$ cat src/rtl/compositor_pkg.sv
// Shared types, defaults and helpers for the sprite compositor.
package compositor_pkg;

  localparam int COORD_W_DEF = 11;
  localparam int COLOR_W_DEF = 8;

  // One pixel colour, one channel per field.
  typedef struct packed {
    logic [COLOR_W_DEF-1:0] r;
    logic [COLOR_W_DEF-1:0] g;
    logic [COLOR_W_DEF-1:0] b;
  } rgb_t;

  // Rectangle geometry of one sprite; the covered area is (w+1) x (h+1).
  typedef struct packed {
    logic [COORD_W_DEF-1:0] x;
    logic [COORD_W_DEF-1:0] y;
    logic [COORD_W_DEF-1:0] w;
    logic [COORD_W_DEF-1:0] h;
  } sprite_geom_t;

  // Flatten a colour struct into the {R,G,B} bus layout.
  function automatic logic [3*COLOR_W_DEF-1:0] rgb_pack(input rgb_t c);
    return {c.r, c.g, c.b};
  endfunction

endpackage

$ cat src/rtl/sprite_hit.sv
// Combinational single-sprite coverage test with left-edge wrap support.
module sprite_hit #(
  parameter int COORD_W = 11,
  parameter int WRAP_X  = 680
) (
  input  logic [COORD_W-1:0] spr_x,
  input  logic [COORD_W-1:0] spr_y,
  input  logic [COORD_W-1:0] spr_w,
  input  logic [COORD_W-1:0] spr_h,
  input  logic               en,
  input  logic [COORD_W-1:0] draw_x,
  input  logic [COORD_W-1:0] draw_y,
  output logic               hit
);

  logic [COORD_W:0] x_end_s;
  logic [COORD_W:0] y_end_s;
  logic             wrapped_s;
  logic             x_in_s;
  logic             y_in_s;

  // Bounds test; ends carry an extra bit so right/bottom edges never wrap,
  // except that a wrapped sprite's span restarts at column 0.
  always_comb begin
    x_end_s   = {1'b0, spr_x} + {1'b0, spr_w};
    y_end_s   = {1'b0, spr_y} + {1'b0, spr_h};
    wrapped_s = (32'(spr_x) >= WRAP_X);
    y_in_s    = (draw_y >= spr_y) && ({1'b0, draw_y} <= y_end_s);
    if (wrapped_s) begin
      x_in_s = (draw_x <= x_end_s[COORD_W-1:0]);
    end else begin
      x_in_s = (draw_x >= spr_x) && ({1'b0, draw_x} <= x_end_s);
    end
    hit = en & x_in_s & y_in_s;
  end

endmodule

$ cat src/rtl/sprite_compositor.sv
// Per-pixel sprite compositor: shadowed geometry, register-loaded colours,
// 2-stage pipeline with lowest-index priority, per-frame player collisions.
module sprite_compositor
  import compositor_pkg::*;
#(
  parameter int                   NUM_SPRITES = 8,
  parameter int                   COORD_W     = COORD_W_DEF,
  parameter int                   COLOR_W     = COLOR_W_DEF,
  parameter int                   WRAP_X      = 680,
  parameter logic [3*COLOR_W-1:0] BG_RGB      = 24'hFFFFFF,
  localparam int                  IDX_W       = (NUM_SPRITES > 1) ? $clog2(NUM_SPRITES) : 1
) (
  input  logic                           Clk,
  input  logic                           Reset,
  input  logic                           frame_start,
  input  logic                           pix_valid,
  input  logic [COORD_W-1:0]             DrawX,
  input  logic [COORD_W-1:0]             DrawY,
  input  logic [NUM_SPRITES*COORD_W-1:0] SprX,
  input  logic [NUM_SPRITES*COORD_W-1:0] SprY,
  input  logic [NUM_SPRITES*COORD_W-1:0] SprW,
  input  logic [NUM_SPRITES*COORD_W-1:0] SprH,
  input  logic                           cfg_we,
  input  logic [IDX_W-1:0]               cfg_idx,
  input  logic [3*COLOR_W-1:0]           cfg_rgb,
  input  logic                           cfg_en,
  output logic [COLOR_W-1:0]             Red,
  output logic [COLOR_W-1:0]             Green,
  output logic [COLOR_W-1:0]             Blue,
  output logic                           rgb_valid,
  output logic                           hit_any,
  output logic [IDX_W-1:0]               hit_idx,
  output logic [NUM_SPRITES-1:0]         Collision
);

  logic [NUM_SPRITES*COORD_W-1:0] shx_r, shy_r, shw_r, shh_r;
  logic [3*COLOR_W-1:0]           color_r [NUM_SPRITES];
  logic [NUM_SPRITES-1:0]         en_r;
  logic [NUM_SPRITES-1:0]         hit_s;
  logic [NUM_SPRITES-1:0]         coll_s;
  logic [NUM_SPRITES-1:0]         hit1_r;
  logic [NUM_SPRITES-1:0]         coll1_r;
  logic                           valid1_r;
  logic [NUM_SPRITES-1:0]         acc_r;
  logic [IDX_W-1:0]               win_s;
  logic                           any_s;
  logic [3*COLOR_W-1:0]           out_s;

  for (genvar g = 0; g < NUM_SPRITES; g++) begin : g_hit
    sprite_hit #(.COORD_W(COORD_W), .WRAP_X(WRAP_X)) u_hit (
      .spr_x  (shx_r[g*COORD_W +: COORD_W]),
      .spr_y  (shy_r[g*COORD_W +: COORD_W]),
      .spr_w  (shw_r[g*COORD_W +: COORD_W]),
      .spr_h  (shh_r[g*COORD_W +: COORD_W]),
      .en     (en_r[g]),
      .draw_x (DrawX),
      .draw_y (DrawY),
      .hit    (hit_s[g])
    );
  end

  // Geometry is latched only at frame start so a frame never tears.
  always_ff @(posedge Clk) begin
    if (!Reset) begin
      shx_r <= '0;
      shy_r <= '0;
      shw_r <= '0;
      shh_r <= '0;
    end else if (frame_start) begin
      shx_r <= SprX;
      shy_r <= SprY;
      shw_r <= SprW;
      shh_r <= SprH;
    end
  end

  // Colour/enable register file, written one sprite at a time.
  always_ff @(posedge Clk) begin
    if (!Reset) begin
      en_r <= '0;
      for (int i = 0; i < NUM_SPRITES; i++) begin
        color_r[i] <= '0;
      end
    end else if (cfg_we && (32'(cfg_idx) < NUM_SPRITES)) begin
      color_r[cfg_idx] <= cfg_rgb;
      en_r[cfg_idx]    <= cfg_en;
    end
  end

  // Player-overlap qualifier: sprite 0 must hit on a valid pixel; bit 0 never reports.
  always_comb begin
    coll_s    = '0;
    if (pix_valid && hit_s[0]) begin
      coll_s = hit_s;
    end else begin
      coll_s = '0;
    end
    coll_s[0] = 1'b0;
  end

  // Stage 1: capture the hit vector, valid bit and collision qualifier.
  always_ff @(posedge Clk) begin
    if (!Reset) begin
      hit1_r   <= '0;
      coll1_r  <= '0;
      valid1_r <= 1'b0;
    end else begin
      hit1_r   <= hit_s;
      coll1_r  <= coll_s;
      valid1_r <= pix_valid;
    end
  end

  // Priority encoder (lowest index wins) and colour select with blanking.
  always_comb begin
    win_s = '0;
    for (int i = NUM_SPRITES - 1; i >= 0; i--) begin
      win_s = hit1_r[i] ? IDX_W'(i) : win_s;
    end
    any_s = |hit1_r;
    if (!valid1_r) begin
      out_s = '0;
    end else if (any_s) begin
      out_s = color_r[win_s];
    end else begin
      out_s = BG_RGB;
    end
  end

  // Stage 2: registered pixel outputs.
  always_ff @(posedge Clk) begin
    if (!Reset) begin
      Red       <= '0;
      Green     <= '0;
      Blue      <= '0;
      rgb_valid <= 1'b0;
      hit_any   <= 1'b0;
      hit_idx   <= '0;
    end else begin
      Red       <= out_s[3*COLOR_W-1 -: COLOR_W];
      Green     <= out_s[2*COLOR_W-1 -: COLOR_W];
      Blue      <= out_s[COLOR_W-1 -: COLOR_W];
      rgb_valid <= valid1_r;
      hit_any   <= valid1_r & any_s;
      hit_idx   <= (valid1_r && any_s) ? win_s : '0;
    end
  end

  // Collision accumulator, published and cleared at each frame start.
  always_ff @(posedge Clk) begin
    if (!Reset) begin
      acc_r     <= '0;
      Collision <= '0;
    end else if (frame_start) begin
      Collision <= acc_r | coll1_r;
      acc_r     <= '0;
    end else begin
      acc_r     <= acc_r | coll1_r;
    end
  end

endmodule

$ cat config.mk
export PLATFORM = sky130hd
export DESIGN_NAME = sprite_compositor
export DESIGN_NICKNAME = d
export VERILOG_FILES = /design/src/rtl/compositor_pkg.sv /design/src/rtl/sprite_hit.sv /design/src/rtl/sprite_compositor.sv
export SDC_FILE = /design/constraint.sdc
export NUM_CORES = 2
export LEC_CHECK = 0
export BUFFER_PORTS_ARGS = -buffer_cell sky130_fd_sc_hd__buf_2
export CORE_MARGIN = 2
export CORE_UTILIZATION = 30
export CTS_CLUSTER_SIZE = 30
export DETAILED_ROUTE_END_ITERATION = 10
export HOLD_SLACK_MARGIN = 0.08
export PLACE_DENSITY_LB_ADDON = 0.2
export SYNTH_ARGS = -nofsm -noshare
export SYNTH_HDL_FRONTEND = slang
export SYNTH_SLANG_ARGS = --single-unit
$ cat constraint.sdc
create_clock -name Clk -period 3.7 [get_ports Clk]
set_input_delay 0.37 -clock Clk [delete_from_list [all_inputs] [get_ports Clk]]
set_output_delay 0.37 -clock Clk [all_outputs]
set_load 0.01 [all_outputs]
==> results.md <==
- Status: finished, violations left
- Failing checks: negative setup slack
- Slowest cell on crit path: fa_2
- Most instantiated library cell after synthesis: ha_1
- TritonRoute pass-1 iters: 5
- Clk_skew: ~0.028 ns
- Top cells by area, synth: dfxtp_1, ha_1, edfxtp_1
- Final cell count without fillers: 6571
- Startpoint Class: flop
- GRT Overall Usage: 0.195
- Final hold slack: 0.191 ns
- Post-synthesis sequential area ratio: 0.373
- CP Max Fanout: 2
- Initial core utilization: 0.302
- Final hold vios: 0
- Hold Path Stages: 4
- Max-cap violations: 0
- CTS tree: yes
- Post-synth EDFFs: 192
- Vias/cell: 4.83
- H-Tree Level Count: 3
- R2r worst-path depth: 16
- Final instance area: 0.0512 sq mm
- Worst EP arrival: 4.40 ns
- P_int: approximately 0.014 W
- RSZ-0062 raised after global routing: true
- Synth Instances: approximately 3800
- Gpl congestion: ~0.82
- WP buf/inv: 0
- Largest family of logic cells by synthesized area: adder cells
- Post-DRT Antenna Nets: 0
- Worst vdd ir: 394 uV
- Share of the synthesized area in the top cell type: 0.221
- Top post-synthesis cells by count: ha_1, nor2_1, dfxtp_1, mux2i_1, inv_1
- PwrDens: approximately 380 mW/mm^2
- CP Class: reg2reg
- Mean Syn Cell Area: approximately 10 sq um
- Fillers: 12300
- Critical path cell sequence: ha_4, fa_2, a21o_1, a21oi_2, nor2b_1, o21a_1, o41ai_4, mux2i_1, a2111oi_2, ha_1, and3_4, a221o_1, o211ai_1, a41oi_2, nor4_4, and2_1
- IO Pins: 444
- Delay of the slowest critical-path stage: 0.35 ns
- Port Buf Inserts: between 400 and 500
- Crit path max-delay family: compound AO/OA/AOI/OAI gates
- Share of layout cells above drive strength 1: 0.215
- Vias: 31700
- Max-slew violation count: 0
- DPL Wire Length: 91.6 mm
- Critical path endpoint category: flop
- Die Y: 360 um
- Leakage power total: approximately 23 nW
- Inserted Clock Buffers: 78
- Row count: 130
- Ys flop type: dfxtp_1
- Pwr Total: 0.0196 W
- Global-route wire length before repair: 193 mm
- Die area: 0.129 sq mm
- Crit path time final: between 3 and 4 ns
- Clock tree sinks: 611
- #FFs+latches synth: 611
- Psw: 0.00572 W
- Clock tree buffer depth: 3
- Final #Nets: 5799
- Actual slew at the worst max-slew pin: around 1.1 ns
- Clock power share: 0.402
- Slew margin rel.: 0.284
- Layout area overhead: 35.0%
- Initial DRC Count: 1648
- Largest net degree at the start of global routing: between 150 and 200
- Chip Width: ~360 um
- DP Area: 0.0437 sq mm
- Mapped cell area: 0.0379 sq mm
- Flop pwr share: 0.384
- Final Setup Violations: 5
- Wirelength per Cell: around 20 um
- Type of the most critical hold path: in2reg
- Initial antenna violation count: 18
- Switching share of total power: 0.291
- DRC violations left: 0
- Core area: 0.126 sq mm
- Root Buffer: clkbuf_16
- Fin Setup TNS: -0.167 ns
- Ys async rst share: 0
- Net Count, Synth: 4760
- Synth Area in XOR/XNOR: 0.0305
- Clk Latency, worst-skew pair: 0.68 ns
- WP depth: 16
- Post-route setup slack: -0.0702 ns
- Fin crit share: 1.02
- Yosys warns: 0
- Max frequency: 0.265 GHz
- Combinational share of power: 0.214
- Synth Area in Compound Gates: 0.114
- Vias in the first global route: 32200
- WL final: 128 mm
- GRT overflow: 0
- DP Cell Count: ~6000
- Post-Synth Simple-Gate Area: 0.140
- Synth Area in Adders: 0.183
- Worst-path clk slew: 0.06 ns
- Netlist cell types: 78
- Post-synthesis mux area share: 0.123
- CP required: 4.33 ns
- Yosys top cell by area: dfxtp_1
==> cell type report <==
type	count	area, sq um	area share
clock buffers	113	2230	0.0436
well taps	1650	2060	0.0403
diodes	10	25.0	0.000488
multi-input cells	2830	23300	0.455
repair buffers	1076	8050	0.157
inverters	251	950	0.0185
clock inverters	30	434	0.00847
flip-flops and latches	611	14200	0.277
==> placed cells by master (no fill, tap or decap), drive strengths merged, types with 10 or more instances in the layout <==
cell | Yosys | final
a2111oi | 28 | 28
a211o | 10 | 10
a211oi | 39 | 39
a21o | 67 | 67
a21oi | 185 | 185
and2 | 203 | 203
and3 | 14 | 14
buf | 38 | 698
clkbuf | 79 | 113
clkinv | 0 | 18
dfxtp | 419 | 419
diode | 0 | 10
dlygate4sd3 | 0 | 378
edfxtp | 192 | 192
fa | 16 | 16
ha | 528 | 528
inv | 251 | 254
mux2i | 358 | 358
mux4 | 48 | 48
nand2 | 84 | 84
nand2b | 35 | 35
nand3 | 63 | 63
nand4 | 43 | 43
nor2 | 521 | 521
nor2b | 41 | 41
nor3 | 51 | 51
nor4 | 13 | 13
o2111ai | 17 | 17
o211ai | 33 | 33
o21a | 29 | 29
o21ai | 102 | 102
o21bai | 20 | 20
o22ai | 26 | 26
o31ai | 13 | 13
o41ai | 18 | 18
or3 | 18 | 18
xnor2 | 46 | 46
xor2 | 86 | 86
==> per-stage QoR <==
stage                      util  worst slack, ns
after floorplan               -           0.0285
after global placement    0.348           -0.480
after detailed placement  0.348           -0.436
after CTS                 0.403          -0.0464
after global routing      0.408           -0.370
final                     0.408          -0.0702
==> path summary, 6_finish.rpt <==
kind	from	slack (ns)	to
max reg2reg	shh_r[33]	-0.07	coll1_r[3]
min	cfg_idx[1]	0.19	en_r[0]
min reg2reg	acc_r[1]	0.47	acc_r[1]
max	shh_r[33]	-0.07	coll1_r[3]
==> power by group through the flow <==
stage | clock, W | sequential, W | combinational (W)
global placement | 0 | 0.00768 | 0.00363
finish | 0.00789 | 0.00755 | 0.00419
floorplan | 0 | 0.00761 | 0.00230
CTS | 0.00814 | 0.00755 | 0.00410
detailed placement | 0 | 0.00768 | 0.00366
global route | 0.00839 | 0.00759 | 0.00468
==> state kept, by name (all words and copies together) (netlist names) <==
register,cells
coll1_r,7
color_r,192
Green,8
valid1_r,1
shw_r,88
en_r,8
rgb_valid,1
shh_r,88
Blue,8
shx_r,88
acc_r,7
hit_any,1
Collision,7
hit_idx,3
hit1_r,8
Red,8
shy_r,88
==> routing by layer <==
layer	wire, um	global-route usage	up-vias	part of all wire
met5	90	0	-	0.00070
met4	3590	0.0590	16	0.028
met3	5810	0.0328	184	0.045
met2	58200	0.316	652	0.45
met1	60500	0.264	15000	0.47
li1	-	-	15800	-
==> worst register-to-register path, cell delays in order, from the launching register on <==
cell       delay [ns]
dfxtp_2          0.34
ha_4             0.17
fa_2             0.35
a21o_1           0.17
a21oi_2          0.13
nor2b_1          0.06
o21a_1           0.21
o41ai_4          0.26
mux2i_1          0.13
a2111oi_2        0.34
ha_1             0.30
and3_4           0.16
a221o_1          0.31
o211ai_1         0.19
a41oi_2          0.11
nor4_4           0.34
and2_1           0.15
==> what timing repair did <==
| item | in CTS | in global routing |
|---|---|---|
| pin swaps | 67 | 134 |
| resized for setup | 91 | 105 |
| hold buffers | 378 | 0 |
| endpoints found under the setup margin | 15 | 15 |
| setup buffers | 14 | 21 |
| hold endpoints to repair | 553 | 0 |
==> kinds of logic after synthesis <==
kind of cell,Yosys count
fa+ha+maj,544
xor+xnor,132
mux,406
other cells,1
buf+inv,368
simple gates,1106
flops,611
compound gates,641
Note: power is estimated with default switching activity, not from simulation.
